## src/rtl/rx78_keyboard_if.sv

```systemverilog
// CPU-side port F4 of the RX-78 keyboard: column strobe write and row byte read.
// kb_wr is a single-cycle strobe that is always accepted (no ready); kb_dout is combinational and needs no valid.
interface rx78_keyboard_if;
    logic       kb_wr;
    logic [7:0] kb_din;
    logic [7:0] kb_dout;

    modport master (output kb_wr, output kb_din, input kb_dout);
    modport slave  (input kb_wr, input kb_din, output kb_dout);
endinterface

```

## src/rtl/rx78_keyboard.sv

```systemverilog
// PS/2 Set-2 receiver and scancode decoder feeding a 9x8 key matrix that the Z80 reads on port F4.
// rx_state exposes the receiver FSM (0 IDLE, 1 DATA, 2 PARITY, 3 STOP).
module rx78_keyboard #(
    parameter int FILTER  = 8,
    parameter int TIMEOUT = 50000
) (
    input  logic                  clk,
    input  logic                  reset_n,
    input  logic                  ps2_clk,
    input  logic                  ps2_data,
    rx78_keyboard_if.slave        cpu,
    output logic                  scan_valid,
    output logic                  scan_err,
    output logic [1:0]            rx_state
);
    typedef enum logic [1:0] {S_IDLE, S_DATA, S_PARITY, S_STOP} rx_state_t;

    localparam int FW = $clog2(FILTER + 1);
    localparam int TW = $clog2(TIMEOUT + 1);
    localparam logic [FW-1:0] FILT_MAX = FW'(FILTER - 1);
    localparam logic [TW-1:0] TO_MAX   = TW'(TIMEOUT - 1);

    logic clk_s1, clk_s2, dat_s1, dat_s2;
    logic filt_clk, fall, fall_data;
    logic [FW-1:0] filt_cnt;

    rx_state_t state, state_d;
    logic [7:0] shreg, shreg_d;
    logic [2:0] bitcnt, bitcnt_d;
    logic par, par_d;
    logic [TW-1:0] to_cnt, to_cnt_d;
    logic valid_d, err_d;

    logic ext, brk;
    logic [71:0] matrix;
    logic [7:0] km;
    logic [3:0] colsel, col_idx;

    // Sync flops reset high so an idle bus never produces a spurious fall.
    always_ff @(posedge clk or negedge reset_n) begin
        if (!reset_n) begin
            clk_s1 <= 1'b1;
            clk_s2 <= 1'b1;
            dat_s1 <= 1'b1;
            dat_s2 <= 1'b1;
        end else begin
            clk_s1 <= ps2_clk;
            clk_s2 <= clk_s1;
            dat_s1 <= ps2_data;
            dat_s2 <= dat_s1;
        end
    end

    always_ff @(posedge clk or negedge reset_n) begin
        if (!reset_n) begin
            filt_clk  <= 1'b1;
            filt_cnt  <= '0;
            fall      <= 1'b0;
            fall_data <= 1'b0;
        end else begin
            fall <= 1'b0;
            if (clk_s2 != filt_clk) begin
                if (filt_cnt == FILT_MAX) begin
                    filt_clk  <= clk_s2;
                    filt_cnt  <= '0;
                    fall      <= filt_clk;
                    fall_data <= dat_s2;
                end else begin
                    filt_cnt <= filt_cnt + 1'b1;
                end
            end else begin
                filt_cnt <= '0;
            end
        end
    end

    always_ff @(posedge clk or negedge reset_n) begin
        if (!reset_n) begin
            state      <= S_IDLE;
            shreg      <= '0;
            bitcnt     <= '0;
            par        <= 1'b0;
            to_cnt     <= '0;
            scan_valid <= 1'b0;
            scan_err   <= 1'b0;
        end else begin
            state      <= state_d;
            shreg      <= shreg_d;
            bitcnt     <= bitcnt_d;
            par        <= par_d;
            to_cnt     <= to_cnt_d;
            scan_valid <= valid_d;
            scan_err   <= err_d;
        end
    end

    // A fall always wins over the timeout and restarts the idle count.
    always_comb begin
        state_d  = state;
        shreg_d  = shreg;
        bitcnt_d = bitcnt;
        par_d    = par;
        to_cnt_d = to_cnt;
        valid_d  = 1'b0;
        err_d    = 1'b0;
        if (fall) begin
            to_cnt_d = '0;
            case (state)
                S_IDLE: begin
                    if (!fall_data) begin
                        state_d  = S_DATA;
                        bitcnt_d = '0;
                    end else begin
                        err_d = 1'b1;
                    end
                end
                S_DATA: begin
                    shreg_d  = {fall_data, shreg[7:1]};
                    bitcnt_d = bitcnt + 1'b1;
                    if (bitcnt == 3'd7) state_d = S_PARITY;
                end
                S_PARITY: begin
                    par_d   = fall_data;
                    state_d = S_STOP;
                end
                S_STOP: begin
                    if (fall_data && (^{shreg, par})) valid_d = 1'b1;
                    else                             err_d   = 1'b1;
                    state_d = S_IDLE;
                end
                default: state_d = S_IDLE;
            endcase
        end else if (state != S_IDLE) begin
            if (to_cnt == TO_MAX) begin
                state_d  = S_IDLE;
                to_cnt_d = '0;
            end else begin
                to_cnt_d = to_cnt + 1'b1;
            end
        end
    end

    assign rx_state = state;

    // {ext, code} -> {valid, col[3:0], row[2:0]}
    function automatic logic [7:0] keymap(input logic [8:0] key);
        case (key)
            9'h075: keymap = {1'b1, 4'd0, 3'd0};
            9'h016: keymap = {1'b1, 4'd0, 3'd1};
            9'h01E: keymap = {1'b1, 4'd0, 3'd2};
            9'h026: keymap = {1'b1, 4'd0, 3'd3};
            9'h01C: keymap = {1'b1, 4'd1, 3'd1};
            9'h032: keymap = {1'b1, 4'd1, 3'd2};
            9'h021: keymap = {1'b1, 4'd1, 3'd3};
            9'h023: keymap = {1'b1, 4'd1, 3'd4};
            9'h033: keymap = {1'b1, 4'd2, 3'd0};
            9'h043: keymap = {1'b1, 4'd2, 3'd1};
            9'h015: keymap = {1'b1, 4'd3, 3'd1};
            9'h02D: keymap = {1'b1, 4'd3, 3'd2};
            9'h022: keymap = {1'b1, 4'd4, 3'd0};
            9'h035: keymap = {1'b1, 4'd4, 3'd1};
            9'h04E: keymap = {1'b1, 4'd5, 3'd0};
            9'h029: keymap = {1'b1, 4'd6, 3'd0};
            9'h012: keymap = {1'b1, 4'd6, 3'd4};
            9'h05A: keymap = {1'b1, 4'd7, 3'd0};
            9'h005: keymap = {1'b1, 4'd7, 3'd1};
            9'h175: keymap = {1'b1, 4'd8, 3'd0};
            9'h172: keymap = {1'b1, 4'd8, 3'd1};
            9'h16B: keymap = {1'b1, 4'd8, 3'd2};
            9'h174: keymap = {1'b1, 4'd8, 3'd3};
            default: keymap = 8'h00;
        endcase
    endfunction

    assign km = keymap({ext, shreg});

    // Prefix flags persist until the next non-prefix byte, mapped or not.
    always_ff @(posedge clk or negedge reset_n) begin
        if (!reset_n) begin
            ext    <= 1'b0;
            brk    <= 1'b0;
            matrix <= '0;
        end else if (scan_valid) begin
            if (shreg == 8'hE0) begin
                ext <= 1'b1;
            end else if (shreg == 8'hF0) begin
                brk <= 1'b1;
            end else begin
                if (km[7] && (km[6:3] <= 4'd8)) matrix[km[6:0]] <= ~brk;
                ext <= 1'b0;
                brk <= 1'b0;
            end
        end
    end

    always_ff @(posedge clk or negedge reset_n) begin
        if (!reset_n)       colsel <= '0;
        else if (cpu.kb_wr) colsel <= cpu.kb_din[3:0];
    end

    always_comb begin
        col_idx     = '0;
        cpu.kb_dout = 8'h00;
        if (colsel >= 4'd1 && colsel <= 4'd9) begin
            col_idx     = colsel - 4'd1;
            cpu.kb_dout = matrix[{col_idx, 3'b000} +: 8];
        end
    end
endmodule

```

## src/flat_wrapper.sv

```systemverilog
// flat-port wrapper written by rule: the top's interface ports become plain ports
module rx78_keyboard_flat 
#(
    parameter int FILTER  = 8,
    parameter int TIMEOUT = 50000
)
  (clk, reset_n, ps2_clk, ps2_data, scan_valid, scan_err, rx_state, cpu_kb_wr, cpu_kb_din, cpu_kb_dout);
  rx78_keyboard_if cpu_i ();
  input  logic clk;
  input  logic reset_n;
  input  logic ps2_clk;
  input  logic ps2_data;
  output logic scan_valid;
  output logic scan_err;
  output logic [1:0] rx_state;
  input wire logic [$bits(cpu_i.kb_wr)-1:0] cpu_kb_wr;
  input wire logic [$bits(cpu_i.kb_din)-1:0] cpu_kb_din;
  output wire logic [$bits(cpu_i.kb_dout)-1:0] cpu_kb_dout;
  assign cpu_i.kb_wr = cpu_kb_wr;
  assign cpu_i.kb_din = cpu_kb_din;
  assign cpu_kb_dout = cpu_i.kb_dout;
  rx78_keyboard #(.FILTER(FILTER), .TIMEOUT(TIMEOUT)) u_core (.clk(clk), .reset_n(reset_n), .ps2_clk(ps2_clk), .ps2_data(ps2_data), .cpu(cpu_i), .scan_valid(scan_valid), .scan_err(scan_err), .rx_state(rx_state));
endmodule
```

## config.mk

```make
export PLATFORM = sky130hd
export DESIGN_NAME = rx78_keyboard_flat
export DESIGN_NICKNAME = d
export VERILOG_FILES = /design/src/rtl/rx78_keyboard_if.sv /design/src/rtl/rx78_keyboard.sv /design/src/flat_wrapper.sv
export SDC_FILE = /design/constraint.sdc
export NUM_CORES = 1
export LEC_CHECK = 0
export CAP_MARGIN = 40
export CORE_UTILIZATION = 30
export DETAILED_ROUTE_END_ITERATION = 8
export HOLD_SLACK_MARGIN = 0.02
export PLACE_DENSITY = 0.55
export SKIP_CTS_REPAIR_TIMING = 1
export SLEW_MARGIN = 20
export SYNTH_ARGS = -nofsm -noshare
export SYNTH_HDL_FRONTEND = slang
export SYNTH_SLANG_ARGS = --single-unit
```

## constraint.sdc

```tcl
create_clock -name clk -period 3.8 [get_ports clk]
set_input_delay 0.38 -clock clk [delete_from_list [all_inputs] [get_ports clk]]
set_output_delay 0.38 -clock clk [all_outputs]
set_load 0.02 [all_outputs]
```

==> impl_metrics.csv <==
group,metric,value,unit
run_status,status,"finished clean",
route,drc,0,
clock_network,root_buffer,"clkbuf_16",
synthesis,netlist_area,0.00582,sq mm
clock_network,cts_inserted_buffers,17,
setup_path,cp.arrival,2.93,ns
finish,nNetsFinal,548,
timing,layout_min_cycle_time,3.31,ns
setup_path,crit_fanout,10,
power,ir_drop,331,uV
global_route,overflow,0,
synthesis,ys_top_cells_by_count,"116 x dfrtp_1, 57 x clkbuf_1, 56 x nand2_1, 42 x nor2_1, 22 x a21oi_1",
floorplanning,num_rows,50,
timing,tns,0,ns
synthesis,ys_seq_area_share,52.1,%
setup_path,end_kind,"primary output",
power,switching_share,24.4,%
global_route,grt_pass1_vias,3931,
power,internal-power,2.40,mW
synthesis,syn_nets,570,
power,p_sw,0.773,mW
placed_design,dp_slack,0.907,ns
clock_network,cts_tree,"built",
timing,rsz0062_at_grt,"false",
finish,area_growth,15.7,%
timing,worst_pin_slew,0.750,ns
synthesis,ys_types,62,
timing,finalWorstSetupSlack,0.490,ns
clock_network,h-tree-depth,4,
placed_design,place_inst,765,
placed_design,dp_hpwl,7990,um
global_route,antenna_found_initial,0,
synthesis,synth_top_area_share,49.9,%
timing,fin_crit_sh,87.1,%
setup_path,critical_path.top_delay_family,"buffers and inverters",
floorplanning,die_w,141,um
clock_network,cts_sinks,121,
finish,diodes,0,
route,vias_per_cell,4.82,
placed_design,io_buffers,20,
setup_path,cp_num_buf_inv,3,
finish,drive_above_1_share,16.2,%
synthesis,ys_seq_elements,121,
timing,slew_viol_final,0,
synthesis,synth_edf_count,0,
route,routed_wl,12000,um
setup_path,path_class,"flop to primary output",
clock_network,clk-insertion-delay-late,0.41,ns
synthesis,synth_area_per_cell,10.6,sq um
global_route,grt_pass1_wl,20200,um
route,avgRoutedWirePerCell,15.0,um
finish,utilization,35.6,%
clock_network,clockBufferDepth,2,
timing,finalSetupViolCount,0,
finish,stdcell_count,798,
route,first_pass_iters,4,
synthesis,synth_area_leader_cell,"dfrtp_1",
floorplanning,die_h,141,um
synthesis,synth_warnings,0,
setup_path,start_kind,"flop",
floorplanning,ios,25,
floorplanning,core-area,0.0189,sq mm
power,seqPwrFrac,42.6,%
floorplanning,dieArea,0.0200,sq mm
power,leakagePower,2.88,nW
hold_path,worstHoldPathType,"flop to flop",
floorplanning,start_util,30.8,%
setup_path,crit_path_top_delay_cell,"clkdlybuf4s50_1",
synthesis,synthCells,547,
finish,filler_cell_count,1893,
setup_path,slowest_delay,0.54,ns
power,clkPwrFrac,51.5,%
timing,final_hold_viol_count,0,
placed_design,routabilityCongestion,0.875,
synthesis,postSynth.asyncResetShare,100,%
route,drtIter0Drc,192,
timing,clock_skew,0.00849,ns
setup_path,crit_chain,"inv_1 -> ha_1 -> buf_4 -> mux4_2 -> nand2_1 -> a21oi_1 -> a31oi_1 -> nor2_1 -> clkdlybuf4s50_1",
synthesis,ys.flop_type,"dfrtp_1",
power,combPwrFrac,5.9,%
setup_path,cp_data_required_time,3.42,ns
route,drtAntennaViolNets,0,
timing,fmaxAchievable,302,MHz
power,powerDensity,471,mW/mm^2
timing,max-slew-margin-rel,50.0,%
route,dr_total_vias,3843,
run,cap_violations,0,
global_route,grt_max_degree,49,
global_route,track_usage,12.9,%
synthesis,synth_area_leaders,"dfrtp_1 50%, mux4_2 6.2%, clkbuf_1 3.7%",
synthesis,yosysMostFrequentCell,"dfrtp_1",
clock_network,cts.reportedPaths.clkPinSlew,0.06,ns
[state kept, by name (all words and copies together) (netlist names)]
| register | flops |
|---|---|
| u_core.shreg | 8 |
| u_core.fall | 1 |
| u_core.ext | 1 |
| u_core.bitcnt | 3 |
| u_core.brk | 1 |
| u_core.dat_s2 | 1 |
| u_core.clk_s2 | 1 |
| u_core.filt_cnt | 4 |
| u_core.rx_state | 2 |
| u_core.dat_s1 | 1 |
| u_core.clk_s1 | 1 |
| u_core.par | 1 |
| u_core.matrix | 72 |
| u_core.filt_clk | 1 |
| u_core.colsel | 4 |
| u_core.scan_valid | 1 |
| u_core.scan_err | 1 |
| u_core.to_cnt | 16 |
| u_core.fall_data | 1 |
[cells by family (layout without fill, tap and decap cells)]
| group | Yosys count | count (layout) | share of synthesized area [%] |
|---|---|---|---|
| and+or+nand+nor | 190 | 190 | 17.0 |
| buffers and inverters | 85 | 76 | 6.13 |
| AOI/OAI and AO/OA | 82 | 82 | 9.31 |
| muxes | 34 | 34 | 9.54 |
| adders and majority gates | 10 | 10 | 2.15 |
| xor gates and xnor gates | 25 | 25 | 3.76 |
| DFF | 121 | 121 | 52.1 |
[layer usage]
layer	wire [um]	part of all wire, %	GRT usage, %	vias to the layer above
met1	5800	48	17.2	1897
li1	-	-	-	1856
met3	513	4.3	3.64	10
met2	5530	46	19.9	80
met4	111	0.93	5.26	0
met5	0	0	0	-
[final cells by class]
cell class	instances	area, sq um	share of cell area [%]
clock inverters	14	160	2.38
flip-flops and latches	121	3030	45.0
repair buffers	30	293	4.35
well taps	260	325	4.83
clock buffers	18	439	6.52
multi-input cells	341	2430	36.1
inverters	14	52.6	0.780
[final timing paths]
check | startpoint | to | slack, ns | cells past startpoint
max in group asynchronous | reset_n | u_core.dat_s2 | 2.62 | 3
hold / removal | u_core.clk_s1 | u_core.clk_s2 | 0.35 | 0
hold reg to reg | u_core.clk_s1 | u_core.clk_s2 | 0.35 | 0
min in group asynchronous | reset_n | u_core.matrix[54] | 0.49 | 2
setup reg to reg | u_core.shreg[1] | u_core.matrix[66] | 1.32 | 6
setup / recovery | u_core.colsel[1] | cpu_kb_dout[1] | 0.49 | 9
[placed cells by master, fill, tap and decap left out, types with 3 or more instances in the layout]
master	count
and2_1	3
buf_4	8
clkbuf_16	17
nand3b_1	3
nor4_1	5
inv_1	14
inv_6	6
o21ai_0	19
or3_1	3
nand2_1	56
nor2b_1	10
xnor2_1	12
nor2_1	42
dfstp_2	5
mux2i_1	6
clkinvlp_4	3
dfrtp_1	116
o31ai_1	4
clkdlybuf4s50_1	19
nor3_1	7
a21oi_1	22
nor3b_1	8
o211ai_1	3
xor2_1	13
mux2_2	12
and3_1	6
mux4_2	16
a31oi_1	13
ha_1	10
nand4_1	8
nand3_1	17
[power by group through the flow]
stage          Clock [mW]  Sequential, mW  Combinational, mW
2_1_floorplan           0            1.37              0.114
3_3_place_gp            0            1.37              0.184
3_5_place_dp            0            1.37              0.191
4_1_cts              1.68            1.35              0.194
5_1_grt              1.73            1.35              0.213
6_report             1.63            1.35              0.188
[per-stage QoR]
stage / power [mW] / hold WS, ns / instance area (sq um)
floorplan: 1.48 / 0.0844 / 5820
global placement: 1.55 / 0.348 / 6090
detailed placement: 1.56 / 0.348 / 6130
CTS: 3.22 / -0.0713 / 6730
global route: 3.30 / 0.354 / 6740
finish: 3.17 / 0.352 / 6740
(Power assumes the default switching activity.)
